$ cat config.mk
export PLATFORM = sky130hd
export DESIGN_NAME = r22sdf_bf_stage
export DESIGN_NICKNAME = d
export VERILOG_FILES = /design/src/rtl/r22sdf_pkg.sv /design/src/rtl/r22sdf_delay_buf.sv /design/src/rtl/r22sdf_bf_stage.sv
export SDC_FILE = /design/constraint.sdc
export NUM_CORES = 2
export LEC_CHECK = 0
export CELL_PAD_IN_SITES_DETAIL_PLACEMENT = 1
export CELL_PAD_IN_SITES_GLOBAL_PLACEMENT = 2
export CORE_ASPECT_RATIO = 0.9
export CORE_MARGIN = 5
export CORE_UTILIZATION = 45
export CTS_BUF_LIST = sky130_fd_sc_hd__clkbuf_8
export CTS_CLUSTER_SIZE = 10
export DETAILED_ROUTE_END_ITERATION = 7
export GPL_ROUTABILITY_DRIVEN = 0
export MAX_ROUTING_LAYER = met4
export PLACE_DENSITY_LB_ADDON = 0.1
export SYNTH_ARGS = -nofsm -noshare
export SYNTH_HDL_FRONTEND = slang
export SYNTH_SLANG_ARGS = --single-unit
$ cat constraint.sdc
create_clock -name i_clk -period 10.7 [get_ports i_clk]
set_input_delay 2.675 -clock i_clk [delete_from_list [all_inputs] [get_ports i_clk]]
set_output_delay 2.675 -clock i_clk [all_outputs]
set_load 0.02 [all_outputs]
$ cat src/rtl/r22sdf_pkg.sv
// Shared definitions for the radix-2^2 SDF FFT stages.
package r22sdf_pkg;

    localparam int unsigned BF2I  = 0;
    localparam int unsigned BF2II = 1;

    // Ceiling log2 for parameter elaboration; clog2(1) = 0.
    function automatic int unsigned clog2(input int unsigned value);
        int unsigned r;
        r = 0;
        while ((32'd1 << r) < value) begin
            r = r + 1;
        end
        return r;
    endfunction

endpackage

$ cat src/rtl/r22sdf_delay_buf.sv
// Circular L-entry feedback buffer: one shared read/write pointer, advanced per enabled cycle.
module r22sdf_delay_buf
    import r22sdf_pkg::*;
#(
    parameter int unsigned WIDTH = 34,
    parameter int unsigned DEPTH = 32
) (
    input  logic             i_clk,
    input  logic             i_rstn,
    input  logic             en,
    input  logic [WIDTH-1:0] wdata,
    output logic [WIDTH-1:0] rdata,
    output logic             last_c
);

    generate
        if (DEPTH == 1) begin : g_single
            logic [WIDTH-1:0] mem_q;

            always_ff @(posedge i_clk or negedge i_rstn) begin
                if (!i_rstn) begin
                    mem_q <= '0;
                end else if (en) begin
                    mem_q <= wdata;
                end
            end

            assign rdata  = mem_q;
            assign last_c = en;
        end else begin : g_ring
            localparam int unsigned PW = clog2(DEPTH);

            logic [PW-1:0]    ptr;
            logic [WIDTH-1:0] mem [DEPTH];
            logic             at_end;

            assign at_end = (ptr == PW'(DEPTH - 1));

            always_ff @(posedge i_clk or negedge i_rstn) begin
                if (!i_rstn) begin
                    ptr <= '0;
                    mem <= '{default: '0};
                end else if (en) begin
                    mem[ptr] <= wdata;
                    ptr      <= at_end ? '0 : ptr + PW'(1);
                end
            end

            // Read is combinational so the butterfly sees the entry being overwritten.
            assign rdata  = mem[ptr];
            assign last_c = en && at_end;
        end
    endgenerate

endmodule

$ cat src/rtl/r22sdf_bf_stage.sv
// Radix-2^2 SDF butterfly stage (BF2I, or BF2II with -j on the last quarter period).
module r22sdf_bf_stage
    import r22sdf_pkg::*;
#(
    parameter int unsigned DATA_WIDTH = 16,
    parameter int unsigned DELAY_LEN  = 32,
    parameter int unsigned BF_TYPE    = BF2I
) (
    input  logic                  i_clk,
    input  logic                  i_rstn,
    input  logic                  i_valid,
    input  logic                  i_sync,
    input  logic [DATA_WIDTH-1:0] i_real,
    input  logic [DATA_WIDTH-1:0] i_imag,
    output logic                  o_valid,
    output logic [DATA_WIDTH:0]   o_real,
    output logic [DATA_WIDTH:0]   o_imag
);

    localparam int unsigned OW       = DATA_WIDTH + 1;
    localparam int unsigned LOG2L    = clog2(DELAY_LEN);
    localparam bit          IS_BF2II = (BF_TYPE == BF2II);
    localparam int unsigned CW       = LOG2L + (IS_BF2II ? 2 : 1);

    typedef struct packed {
        logic signed [OW-1:0] re;
        logic signed [OW-1:0] im;
    } cplx_t;

    logic [CW-1:0] cnt;
    logic [CW-1:0] idx_c;
    logic          s_c;
    logic          t_c;
    logic          primed;
    logic          wrap_c;
    cplx_t         x_c;
    cplx_t         fb_c;
    cplx_t         sum_c;
    cplx_t         dif_c;
    cplx_t         out_c;
    cplx_t         wr_c;

    r22sdf_delay_buf #(
        .WIDTH (2 * OW),
        .DEPTH (DELAY_LEN)
    ) u_delay (
        .i_clk  (i_clk),
        .i_rstn (i_rstn),
        .en     (i_valid),
        .wdata  (wr_c),
        .rdata  (fb_c),
        .last_c (wrap_c)
    );

    // Phase decode, input conditioning and butterfly arithmetic.
    always_comb begin
        idx_c = cnt;
        if (i_valid && i_sync) begin
            idx_c = '0;
        end
        s_c = idx_c[LOG2L];
        t_c = IS_BF2II ? idx_c[CW-1] : 1'b0;

        x_c.re = OW'($signed(i_real));
        x_c.im = OW'($signed(i_imag));
        // -j rotation: (re, im) -> (im, -re); negation is exact at OW bits.
        if (IS_BF2II && s_c && t_c) begin
            x_c.re = OW'($signed(i_imag));
            x_c.im = -OW'($signed(i_real));
        end

        sum_c.re = fb_c.re + x_c.re;
        sum_c.im = fb_c.im + x_c.im;
        dif_c.re = fb_c.re - x_c.re;
        dif_c.im = fb_c.im - x_c.im;

        out_c = fb_c;
        wr_c  = x_c;
        if (s_c) begin
            out_c = sum_c;
            wr_c  = dif_c;
        end
    end

    // Sample counter, priming flag and registered outputs.
    always_ff @(posedge i_clk or negedge i_rstn) begin
        if (!i_rstn) begin
            cnt     <= '0;
            primed  <= 1'b0;
            o_valid <= 1'b0;
            o_real  <= '0;
            o_imag  <= '0;
        end else begin
            o_valid <= i_valid && primed;
            if (i_valid) begin
                cnt <= idx_c + CW'(1);
                if (wrap_c) begin
                    primed <= 1'b1;
                end
            end
            if (i_valid && primed) begin
                o_real <= out_c.re;
                o_imag <= out_c.im;
            end
        end
    end

endmodule

==> results.txt <==
----------------------------------------------------
[STA]
  Measured slew at the worst slew-check pin ... 1210 ps
  Max Clock Freq ... 151 MHz
  Total negative slack ... 0 ps
  Period utilization ... 62.0%
  Clock skew ... 42.1 ps
  Shortest clock period the worst path allows after layout ... 6640 ps
  RSZ-0062 raised after global routing ... no
  Final Hold Viols ... 0
  Final max-slew violation count ... 0
  Normalized max-slew margin ... 19.4%
  Setup violations, final ... 0

[Floorplan]
  Num rows ... 118
  Die Area ... 0.122 sq mm
  DIE HEIGHT ... 332 um
  Die extent in x ... 368 um
  Core region area ... 0.115 sq mm
  Initial Util ... 45.2%
  Top Ports ... 71

[Worst setup path]
  Crit path DAT ... 7360 ps
  CP required ... 11420 ps
  Worst setup path category ... reg2reg
  Critical path cell sequence ... nor2b_1 -> and2_2 -> buf_4 -> a22oi_1 -> nand4_1 -> inv_1 -> fa_1 -> nor2b_4 -> o31a_4 -> o21ai_4 -> a2111oi_4 -> o41ai_2 -> o31a_1 -> mux2i_1 -> o211ai_4 -> buf_4 -> o21ai_0
  Crit path largest cell delay ... 910 ps
  Kind of launch point of the worst setup path ... flop
  Kind of cell adding the most delay to the critical path ... compound AO/OA/AOI/OAI gates
  Cell with the biggest individual delay on the critical path ... sky130_fd_sc_hd__dfrtp_1
  Critical path fanouts, max ... 32
  Cell seen most often among critical-path stages ... sky130_fd_sc_hd__buf_4
  Kind of capture point of the worst setup path ... flop
  Total buffers and inverters traversed by the critical path ... 3

[Finish]
  Final standard cell count with taps included and fillers excluded ... 6492
  Fraction of final layout cells sized beyond drive strength 1 ... 14.8%
  Design Area, Final ... 0.0578 sq mm
  Net count, final ... 4947
  Area overhead of the layout relative to synthesis ... 11.2%

[Synth]
  #FFs+latches synth ... 1135
  Top cells by area, synth ... sky130_fd_sc_hd__dfrtp_1 55%, sky130_fd_sc_hd__mux4_2 11%, sky130_fd_sc_hd__o21ai_0 10%
  Share of the yosys chip area belonging to registers ... 54.7%
  Count of flip-flops with a built-in enable after synthesis ... 0
  Cell count after synthesis ... 4960
  Post-Syn Area per Cell ... 10.5 sq um
  Most repeated cell in the gate-level netlist after synthesis ... sky130_fd_sc_hd__nand2_1
  Number of distinct standard cells referenced by the synthesized netlist ... 76
  Most numerous cell types in the synthesized netlist ... 1171 x sky130_fd_sc_hd__nand2_1, 1135 x sky130_fd_sc_hd__dfrtp_1, 1088 x sky130_fd_sc_hd__o21ai_0
  Mapped Nets ... 5071
  Combined area of all synthesized cells ... 0.0520 sq mm
  Proportion of register bits with asynchronous set or reset after synthesis ... 100%
  Count of yosys warnings during synthesis ... 0
  Post-synthesis cell type with the largest combined area ... sky130_fd_sc_hd__dfrtp_1
  Fraction of synthesized cell area taken by the top area cell type ... 54.7%
  Most used flip-flop cell after synthesis ... sky130_fd_sc_hd__dfrtp_1

[Clock tree]
  Cells resized by post-CTS repair ... 0
  Hold-fix buffer count after cts ... 0
  Clock tree from TritonCTS ... yes
  Buffer levels on the longest clock path ... 3
  Post-CTS clock slew at the launch and capture registers of the worst setup and hold paths ... 60 ps
  Root Buffer Master ... sky130_fd_sc_hd__clkbuf_8
  CTS sink count ... 1135
  Source-to-sink clock delay at the later pin of the worst-skew pair ... 910 ps
  Number of buffers inserted during clock tree synthesis ... 194
  Number of setup buffers added after CTS ... 0
  H-tree depth ... 4

[Global route]
  Overflow left after global routing ... 0
  Met2 Use GR ... 43.5%
  Global routing usage on met3 ... 5.67%
  Initial antenna violation count ... 7
  Overall track demand over capacity in global routing ... 29.2%
  Via count of the first global-routing pass ... 39300
  Largest net degree at the start of global routing ... 168
  Wire length of the first global-routing pass ... 260000 um
  Global routing met1 resource utilization ... 41.7%
  Routing layer with the top usage in global route ... met2

[Job]
  Max_cap viols ... 0

[Place]
  Detailed placer's ending HPWL ... 95200 um
  Area post-placement ... 0.0539 sq mm
  Number of placed instances, taps included ... 6140
  Count of buffers inserted at the top-level ports ... 70

[Min path]
  Class of the tightest hold or removal check ... reg2reg

[Route]
  Vias ... 37800
  Vias/cell ... 5.83
  Total Routed Length ... 172000 um
  Remaining number of nets flagged by the antenna check after routing ... 0
  Detailed-route wire length per cell ... 26.5 um
  Remaining DRCs ... 0
  Number of design-rule violations left by the first detailed-router iteration ... 2843
  Pre-Repair DR Iteration Count ... 5

[Status]
  Result of the run ... completed

[Power and ir drop]
  Power per standard cell area ... 295 mW/mm^2
  Leakage power ... 26.0 nW
  VDD IR-drop max ... 0.146 mV
  Tot Pwr ... 17.0 mW

----------------------------------------------------
[final timing paths]
check / start / to / slack [ps] / depth (start not counted)
hold / removal: o_real[13] / o_real[13] / 470 / 1
max in group asynchronous: i_rstn / cnt[5] / 6740 / 3
setup reg to reg: u_delay.g_ring.ptr[4] / u_delay.g_ring.mem[1087] / 4060 / 17
setup / recovery: u_delay.g_ring.ptr[4] / u_delay.g_ring.mem[1087] / 4060 / 17
hold reg to reg: o_real[13] / o_real[13] / 470 / 1
min in group asynchronous: i_rstn / u_delay.g_ring.mem[294] / 1780 / 1
[flip-flops by register name, summed over array words and instances (netlist names)]
signal and flops:
u_delay.g_ring.ptr 5, primed 1, u_delay.g_ring.mem 1088, o_real 17, cnt 6, o_valid 1, o_imag 17
[stage by stage]
step           hold slack (ps)  worst slack, ps  util, %
2_1_floorplan              428             5400        -
3_3_place_gp               452             4180     46.9
3_5_place_dp               463             4120     46.9
4_1_cts                    476             4080     50.3
5_1_grt                    484             3740     50.3
6_report                   474             4060     50.3
[kinds of logic (layout without fill, tap and decap cells)]
| group | after synthesis | count (layout) | synth area share (%) |
|---|---|---|---|
| and+or+nand+nor | 1417 | 1417 | 11.0 |
| DFF | 1135 | 1135 | 54.7 |
| buffers and inverters | 529 | 553 | 4.05 |
| muxes | 293 | 293 | 12.0 |
| other | 0 | 8 | 0 |
| AOI/OAI and AO/OA | 1467 | 1467 | 15.7 |
| xor gates and xnor gates | 44 | 44 | 0.742 |
| adders and majority gates | 75 | 75 | 1.86 |
[cell type report]
| cell class | count | area [sq um] |
|---|---|---|
| sequential | 1135 | 28400 |
| clock inverter | 95 | 482 |
| inverter | 63 | 236 |
| tap | 1500 | 1880 |
| fill | 12400 | 57100 |
| multi-input combinational | 3296 | 22000 |
| timing repair buffer | 146 | 1360 |
| clock buffer | 249 | 3430 |
| antenna | 8 | 20.0 |
[power by group]
part           switching (mW)  total [mW]  internal (mW)
logic                    3.66        6.16           2.51
registers               0.953        6.92           5.96
clock network            1.85        3.97           2.12
total                    6.45        17.0           10.6
[layer usage]
| layer | part of all wire [%] | vias up |
|---|---|---|
| li1 | - | 17100 |
| met1 | 47 | 19700 |
| met2 | 45 | 857 |
| met3 | 5.9 | 224 |
| met4 | 2.1 | 0 |
| met5 | 0 | - |
[cell usage in the layout, fill, tap and decap left out, types with 71 or more instances in the layout]
cell type	count
sky130_fd_sc_hd__a22oi_1	128
sky130_fd_sc_hd__clkbuf_8	249
sky130_fd_sc_hd__dfrtp_1	1133
sky130_fd_sc_hd__ha_1	71
sky130_fd_sc_hd__inv_1	130
sky130_fd_sc_hd__mux4_2	259
sky130_fd_sc_hd__nand2_1	1143
sky130_fd_sc_hd__nor2_1	81
sky130_fd_sc_hd__o21ai_0	1088
(Power assumes the default switching activity.)
